`src/rtl/register_file.sv`:
```
// MIPS-style register file: two combinational read ports, one clocked write port,
// saturating committed-write counter. Define WRITE_BYPASS_EN for same-cycle write-to-read bypass.
module register_file #(
   parameter int DATA_W = 32,
   parameter int ADDR_W = 5,
   parameter int CNT_W  = 16
) (
   input  logic              clk,
   input  logic              rst,
   input  logic              reg_write,
   input  logic [ADDR_W-1:0] write_reg,
   input  logic [DATA_W-1:0] write_data,
   input  logic [ADDR_W-1:0] read_reg1,
   input  logic [ADDR_W-1:0] read_reg2,
   output logic [DATA_W-1:0] read_data1,
   output logic [DATA_W-1:0] read_data2,
   output logic [CNT_W-1:0]  wr_count
);

   localparam int DEPTH = 2 ** ADDR_W;

   logic [DATA_W-1:0] regs_q [DEPTH];
   logic [CNT_W-1:0]  cnt_q;
   logic [CNT_W-1:0]  cnt_d;
   logic              wr_en;

   // Writes to r0 are dropped entirely, so r0 never leaves its reset value
   assign wr_en = reg_write && (write_reg != '0) && !rst;

   always_comb begin
      cnt_d = cnt_q;
      if (wr_en && (cnt_q != '1)) begin
         cnt_d = cnt_q + 1'b1;
      end
   end

   always_ff @(posedge clk or posedge rst) begin
      if (rst) begin
         regs_q <= '{default: '0};
         cnt_q  <= '0;
      end else begin
         if (wr_en) begin
            regs_q[write_reg] <= write_data;
         end
         cnt_q <= cnt_d;
      end
   end

   function automatic logic [DATA_W-1:0] read_port(input logic [ADDR_W-1:0] addr);
      logic [DATA_W-1:0] val;
      val = '0;
      if (!rst && (addr != '0)) begin
         val = regs_q[addr];
`ifdef WRITE_BYPASS_EN
         if (wr_en && (write_reg == addr)) begin
            val = write_data;
         end
`endif
      end
      return val;
   endfunction

   always_comb begin
      read_data1 = read_port(read_reg1);
   end

   always_comb begin
      read_data2 = read_port(read_reg2);
   end

   assign wr_count = cnt_q;

endmodule

```
`config.mk`:
```
export PLATFORM = sky130hd
export DESIGN_NAME = register_file
export DESIGN_NICKNAME = d
export VERILOG_FILES = /design/src/rtl/register_file.sv
export SDC_FILE = /design/constraint.sdc
export NUM_CORES = 2
export LEC_CHECK = 0
export ABC_AREA = 1
export CAP_MARGIN = 20
export CORE_MARGIN = 1
export CORE_UTILIZATION = 33
export DETAILED_ROUTE_END_ITERATION = 7
export PLACE_DENSITY = 0.46
export REMOVE_ABC_BUFFERS = 1
export SYNTH_ARGS = -nofsm -noshare
export SYNTH_HDL_FRONTEND = slang
export SYNTH_SLANG_ARGS = --single-unit
```
`constraint.sdc`:
```
create_clock -name clk -period 94.6 [get_ports clk]
set_input_delay 14.19 -clock clk [delete_from_list [all_inputs] [get_ports clk]]
set_output_delay 14.19 -clock clk [all_outputs]
set_load 0.01 [all_outputs]
```
-- Word level (Yosys, flattened, before mapping)
Cells that the tools add are included.
- add/sub/neg operators: 1
- $lt $le $gt $ge: 4
- equality and inequality tests: 1
- muxes and demuxes: 11
- bitwise gates (word level): 3
- reduce and logical (&&, ||, !) cells: 10
- operators by type and width (operator ; number):
    1024-bit bitwise mux ; 1
    32-bit binary-select mux with 5-bit select ; 2
    32-bit two-way mux ; 7
    32-bit demux with 5-bit select ; 1
    6-bit greater-or-equal comparator, second input constant ; 3
    5-bit NOT with 6-bit output ; 3
    16-bit by 1-bit adder with 16-bit output, second input constant ; 1
    16-bit != test, second input constant ; 1
    5-bit nonzero test ; 3
    1-bit logical AND ; 6
    6-bit by 1-bit less-than comparator with 1-bit output, second input constant ; 1
    1-bit logical NOT ; 1
- flip-flop bits (word level): 1040
- input bits: 50
- output and inout port bits: 80
- logic and storage cells: 63

-- Logic depth before layout (Yosys ltp)
- depth in word-level cells: 6
- mapped depth: 12
- gate-level depth less buffers: 9

-- Least setup slack after synthesis
No wires, ideal clock.
- path type: input to output
- start: in rst
- end: out read_data1[28]
- arrival time: 39.147 ns
- data required time: 80.410 ns
- slack: 41.263 ns
- stages on the path: 3
- buffers on the path: 0
- cell sequence: inv_1 > nand2_1 > a21oi_1
- longest elaborated chain between the ends: 3
- ends and longest elaborated chain (element ; RTL line ; RTL):
    start, declared ; 9 ; input logic rst,
    1-bit logical NOT ; 52 ; if (!rst && (addr != '0)) begin
    1-bit logical AND ; 52 ;
    32-bit two-way mux ; 52 ;
    end, declared ; 15 ; output logic [DATA_W-1:0] read_data1,
Every way passes these cells.

-- Final worst setup path
- start: in read_reg1[0]
- end: out read_data1[9]
- longest elaborated chain between the ends: 5
- elaborated cells between the ends (all ways): 7
- those cells by class: 4 x mux; 1 x bitwise; 2 x reduce/logical
- ends and longest elaborated chain (element ; RTL line ; RTL):
    start, declared ; 13 ; input logic [ADDR_W-1:0] read_reg1,
    5-bit NOT with 6-bit output (implied by the code) ; 53 ; val = regs_q[addr];
    32-bit binary-select mux with 5-bit select ; 53 ;
    32-bit two-way mux (implied by the code) (2 in a row) ; 53 ;
    32-bit two-way mux (*) ; 52 ;
Mark *: on every way between the ends. The rest lies on a longest branch, timed or not. The select of a mux whose other input is x is not followed.

==> impl_summary.txt <==
----------------------------------------------------
[Route]
  Avg Vias per Cell ... 5.485
  Initial detailed-routing violation count ... 6450
  DRC viols ... 0
  Routed WL ... 251700 um
  Per-cell routed wire length ... 24.62 um
  Via count ... 56090
  Antenna Violating Nets Remaining ... 0
  Initial DRT Pass Iterations ... 8

[Clock tree]
  Number of hold buffers added after CTS ... 0
  Buffer levels on the longest clock path ... 3
  Clock root buffer ... sky130_fd_sc_hd__clkbuf_16
  Quantity of gates resized following cts ... 0
  TritonCTS Sinks ... 1040
  Clock tree from TritonCTS ... built
  Clock slew at reported path FFs ... 0.05 ns
  Number of buffers created by CTS ... 133
  H-tree depth reported by CTS ... 4
  Source-to-sink clock delay at the later pin of the worst-skew pair ... 0.76 ns
  Buffers inserted by post-CTS timing repair ... 0

[Finish]
  Top library cells by usage in the layout, fill and taps aside ... sky130_fd_sc_hd__nand2_1 (3779), sky130_fd_sc_hd__nand3_1 (1097), sky130_fd_sc_hd__dfrtp_1 (1040), sky130_fd_sc_hd__o21ai_0 (1022), sky130_fd_sc_hd__a21oi_1 (322)
  Fillcell total ... 18060
  Area of all sequential standard cells ... 26030 um2
  Relative area change from synthesis to final layout ... 11.63%
  Final nets ... 7963
  # diodes ... 0
  Most common cell after layout, fill and taps aside ... sky130_fd_sc_hd__nand2_1
  Total area of multi-input combinational cells ... 27610 um2
  Share of final-layout standard cells stronger than drive strength 1 ... 4.596%

[Logic synthesis]
  Xor/xnor cell area share of the yosys netlist ... 0.1081%
  Distinct cell type count after synthesis ... 24
  Netlist area before placement ... 56700 um2
  Post-synthesis share of cell area spent on and, or, nand and nor gates ... 35.89%
  Largest family of logic cells by synthesized area ... simple AND/OR/NAND/NOR gates
  Number of standard cells after synthesis ... 8280
  Fraction of synthesized area in multiplexers ... 0%
  Synthesized-area fraction occupied by ao, oa, aoi and oai cells ... 12.28%
  Dominant register cell in the synthesized netlist ... sky130_fd_sc_hd__dfrtp_1
  Register area share after synthesis ... 45.90%
  Ys Warns ... 0
  Number of flops mapped to enable cells by yosys ... 0
  Post-synthesis adder-cell area fraction ... 0.02207%
  Async set or reset register ratio after synthesis ... 100.0%
  Seq cells post-synth ... 1040
  Average size of a mapped cell ... 6.847 um2

[Worst setup path]
  Kind of end point of the critical path ... output pin
  Arr. time, crit path ... 19.41 ns
  Required time worst endpoint ... 80.41 ns
  Worst Path Max Fanout ... 126
  Slowest CP cell ... sky130_fd_sc_hd__buf_4
  Delay of the slowest critical-path stage ... 0.95 ns
  Length in cells of the worst reg-to-reg path ... 9
  Worst Setup Path Type ... in2out
  R2r endpoint ... wr_count[15]
  Sequence of cells on the critical path ... buf_8, inv_8, buf_4, buf_4, buf_4, nand2_1, nand2_1, nand2_1, nand2_1, nor2_1, nand2_1, nand3_1, a21oi_1, clkdlybuf4s50_1
  Slack of the worst reg-to-reg path ... 92.52 ns
  Cell repeated most along the worst path ... sky130_fd_sc_hd__nand2_1
  Worst setup SP type ... input port
  Worst R2R Start ... wr_count[0]

[Floorplan]
  Y dimension of the die ... 416.5 um
  Width of the die ... 416.5 um
  Area of the die ... 173500 um2
  Row count ... 151
  Starting Density ... 33.34%
  Floorplan core area ... 170000 um2
  Ports ... 130

[Place]
  Place WS ... 61.00 ns
  HPWL after detailed placement ... 126700 um
  Weighted congestion at the end of routability-driven global placement ... 0.8056
  Count of port buffers added during placement ... 129

[Pwr]
  Maximum vdd drop ... 0.02020 mV
  Pwr per Cell Area ... 19.85 nW/um2
  Leak pwr ... 29.24 nW

[Global route]
  Global-route wire length before repair ... 368300 um
  Maximum number of pins on one net before global-route repair ... 185
  Final global-route overflow total ... 0
  Number of antenna violations at the first check in global routing ... 3
  Number of global-route vias before repair ... 53280
  Global router's overall resource usage ... 28.62%

[STA]
  Measured slew at the worst slew-check pin ... 1.259 ns
  Final count of negative-setup-slack endpoints ... 0
  Achievable frequency ... 29.76 MHz
  Total Negative Setup Slacks ... 0 ns
  Max Transition Viols Final ... 0
  Relative slew slack ... 16.06%
  Maximum clock skew at final layout ... 0.004445 ns
  Clock period minus final worst setup slack ... 33.60 ns
  Number of failing hold endpoints at the final stage ... 0
  Setup slack after layout ... 61.00 ns
  Final period utilization ... 35.52%
  RSZ-0062 raised after global routing ... false

[Worst hold path]
  Hold Path Cell Cnt ... 0
  Origin of the worst min-delay path ... regs_q[1007]
  Worst min-delay path endpoint ... regs_q[1007]
  Min-Delay Path Class ... reg2reg

[Outcome]
  Outcome ... complete, no violations

[Run]
  Number of violations of the max-capacitance limit ... 0

----------------------------------------------------
-- registers in the layout (all words and copies together) (netlist names) --
name	flops
regs_q	1024
wr_count	16
-- cell type report --
cell class                      count  area share [%]
Timing Repair Buffer              227           3.381
Clock inverter                     26          0.3796
Inverter                           98          0.6544
Sequential cell                  1040           41.12
Tap cell                         2218           4.385
Multi-Input combinational cell   6412           43.62
Clock buffer                      204           6.455
-- worst max-delay path by stage --
stage,startpoint,end,slack (ns),depth (start not counted)
floorplan,rst,read_data1[0],35.01,3
global placement,read_reg1[0],read_data1[9],60.98,14
detailed placement,read_reg1[0],read_data1[9],61.00,14
CTS,read_reg1[0],read_data1[9],60.96,14
global route,read_reg1[0],read_data1[9],60.73,14
finish,read_reg1[0],read_data1[9],61.00,14
-- per-stage QoR --
| step | hold WS, ns | util, % | instances | instance area (um2) | total power, W |
|---|---|---|---|---|---|
| floorplan | 0.3744 | - | 7550 | 53780 | 0.0006699 |
| global route | 0.4055 | 37.22 | 10230 | 63290 | 0.001317 |
| detailed placement | 0.3881 | 34.66 | 9994 | 58930 | 0.0007489 |
| CTS | 0.4003 | 37.20 | 10220 | 63260 | 0.001264 |
| finish | 0.3997 | 37.22 | 10230 | 63290 | 0.001256 |
| global placement | 0.3863 | 34.66 | 9994 | 58930 | 0.0007457 |
-- routing by layer --
layer / vias up / global-route usage, % / part of all wire, %
met5: - / 0 / 0.0036
met4: 2 / 11.00 / 4.0
met3: 436 / 3.999 / 7.1
met2: 2297 / 45.21 / 44
met1: 27310 / 39.56 / 44
li1: 26040 / - / -
-- where the power goes --
group          internal, W  switching (W)
Clock             0.000306       0.000206
Sequential        0.000502      0.0000453
Combinational    0.0000663       0.000131
-- critical path, delay by kind of cell --
kind	cells	cell delay [ns]
buffers and inverters	6	3.93
AO/OA/AOI/OAI	1	0.47
AND/OR/NAND/NOR	7	0.56
-- synth_stat cells (7+ instances only) --
cell type                     n  area, um2
sky130_fd_sc_hd__dfrtp_1   1040      26020
sky130_fd_sc_hd__clkbuf_1   528       1982
sky130_fd_sc_hd__a21oi_1    322       1612
sky130_fd_sc_hd__buf_1       60      225.2
sky130_fd_sc_hd__nor2_1      77      289.0
sky130_fd_sc_hd__nand2_2     23      143.9
sky130_fd_sc_hd__nand2_1   3792      14230
sky130_fd_sc_hd__nor3_2       7      70.07
sky130_fd_sc_hd__inv_1       93      349.1
sky130_fd_sc_hd__buf_2      139      695.7
sky130_fd_sc_hd__o21ai_1     47      235.2
sky130_fd_sc_hd__o21ai_0   1022       5115
sky130_fd_sc_hd__nand3_1   1097       5490
-- cells by family after synthesis --
group	count (synthesis)
xor gates and xnor gates	7
buffers and inverters	828
AOI/OAI and AO/OA	1391
adders and majority gates	1
and+or+nand+nor	5013
DFF	1040
No activity file was read; power rests on OpenSTA's default activity.
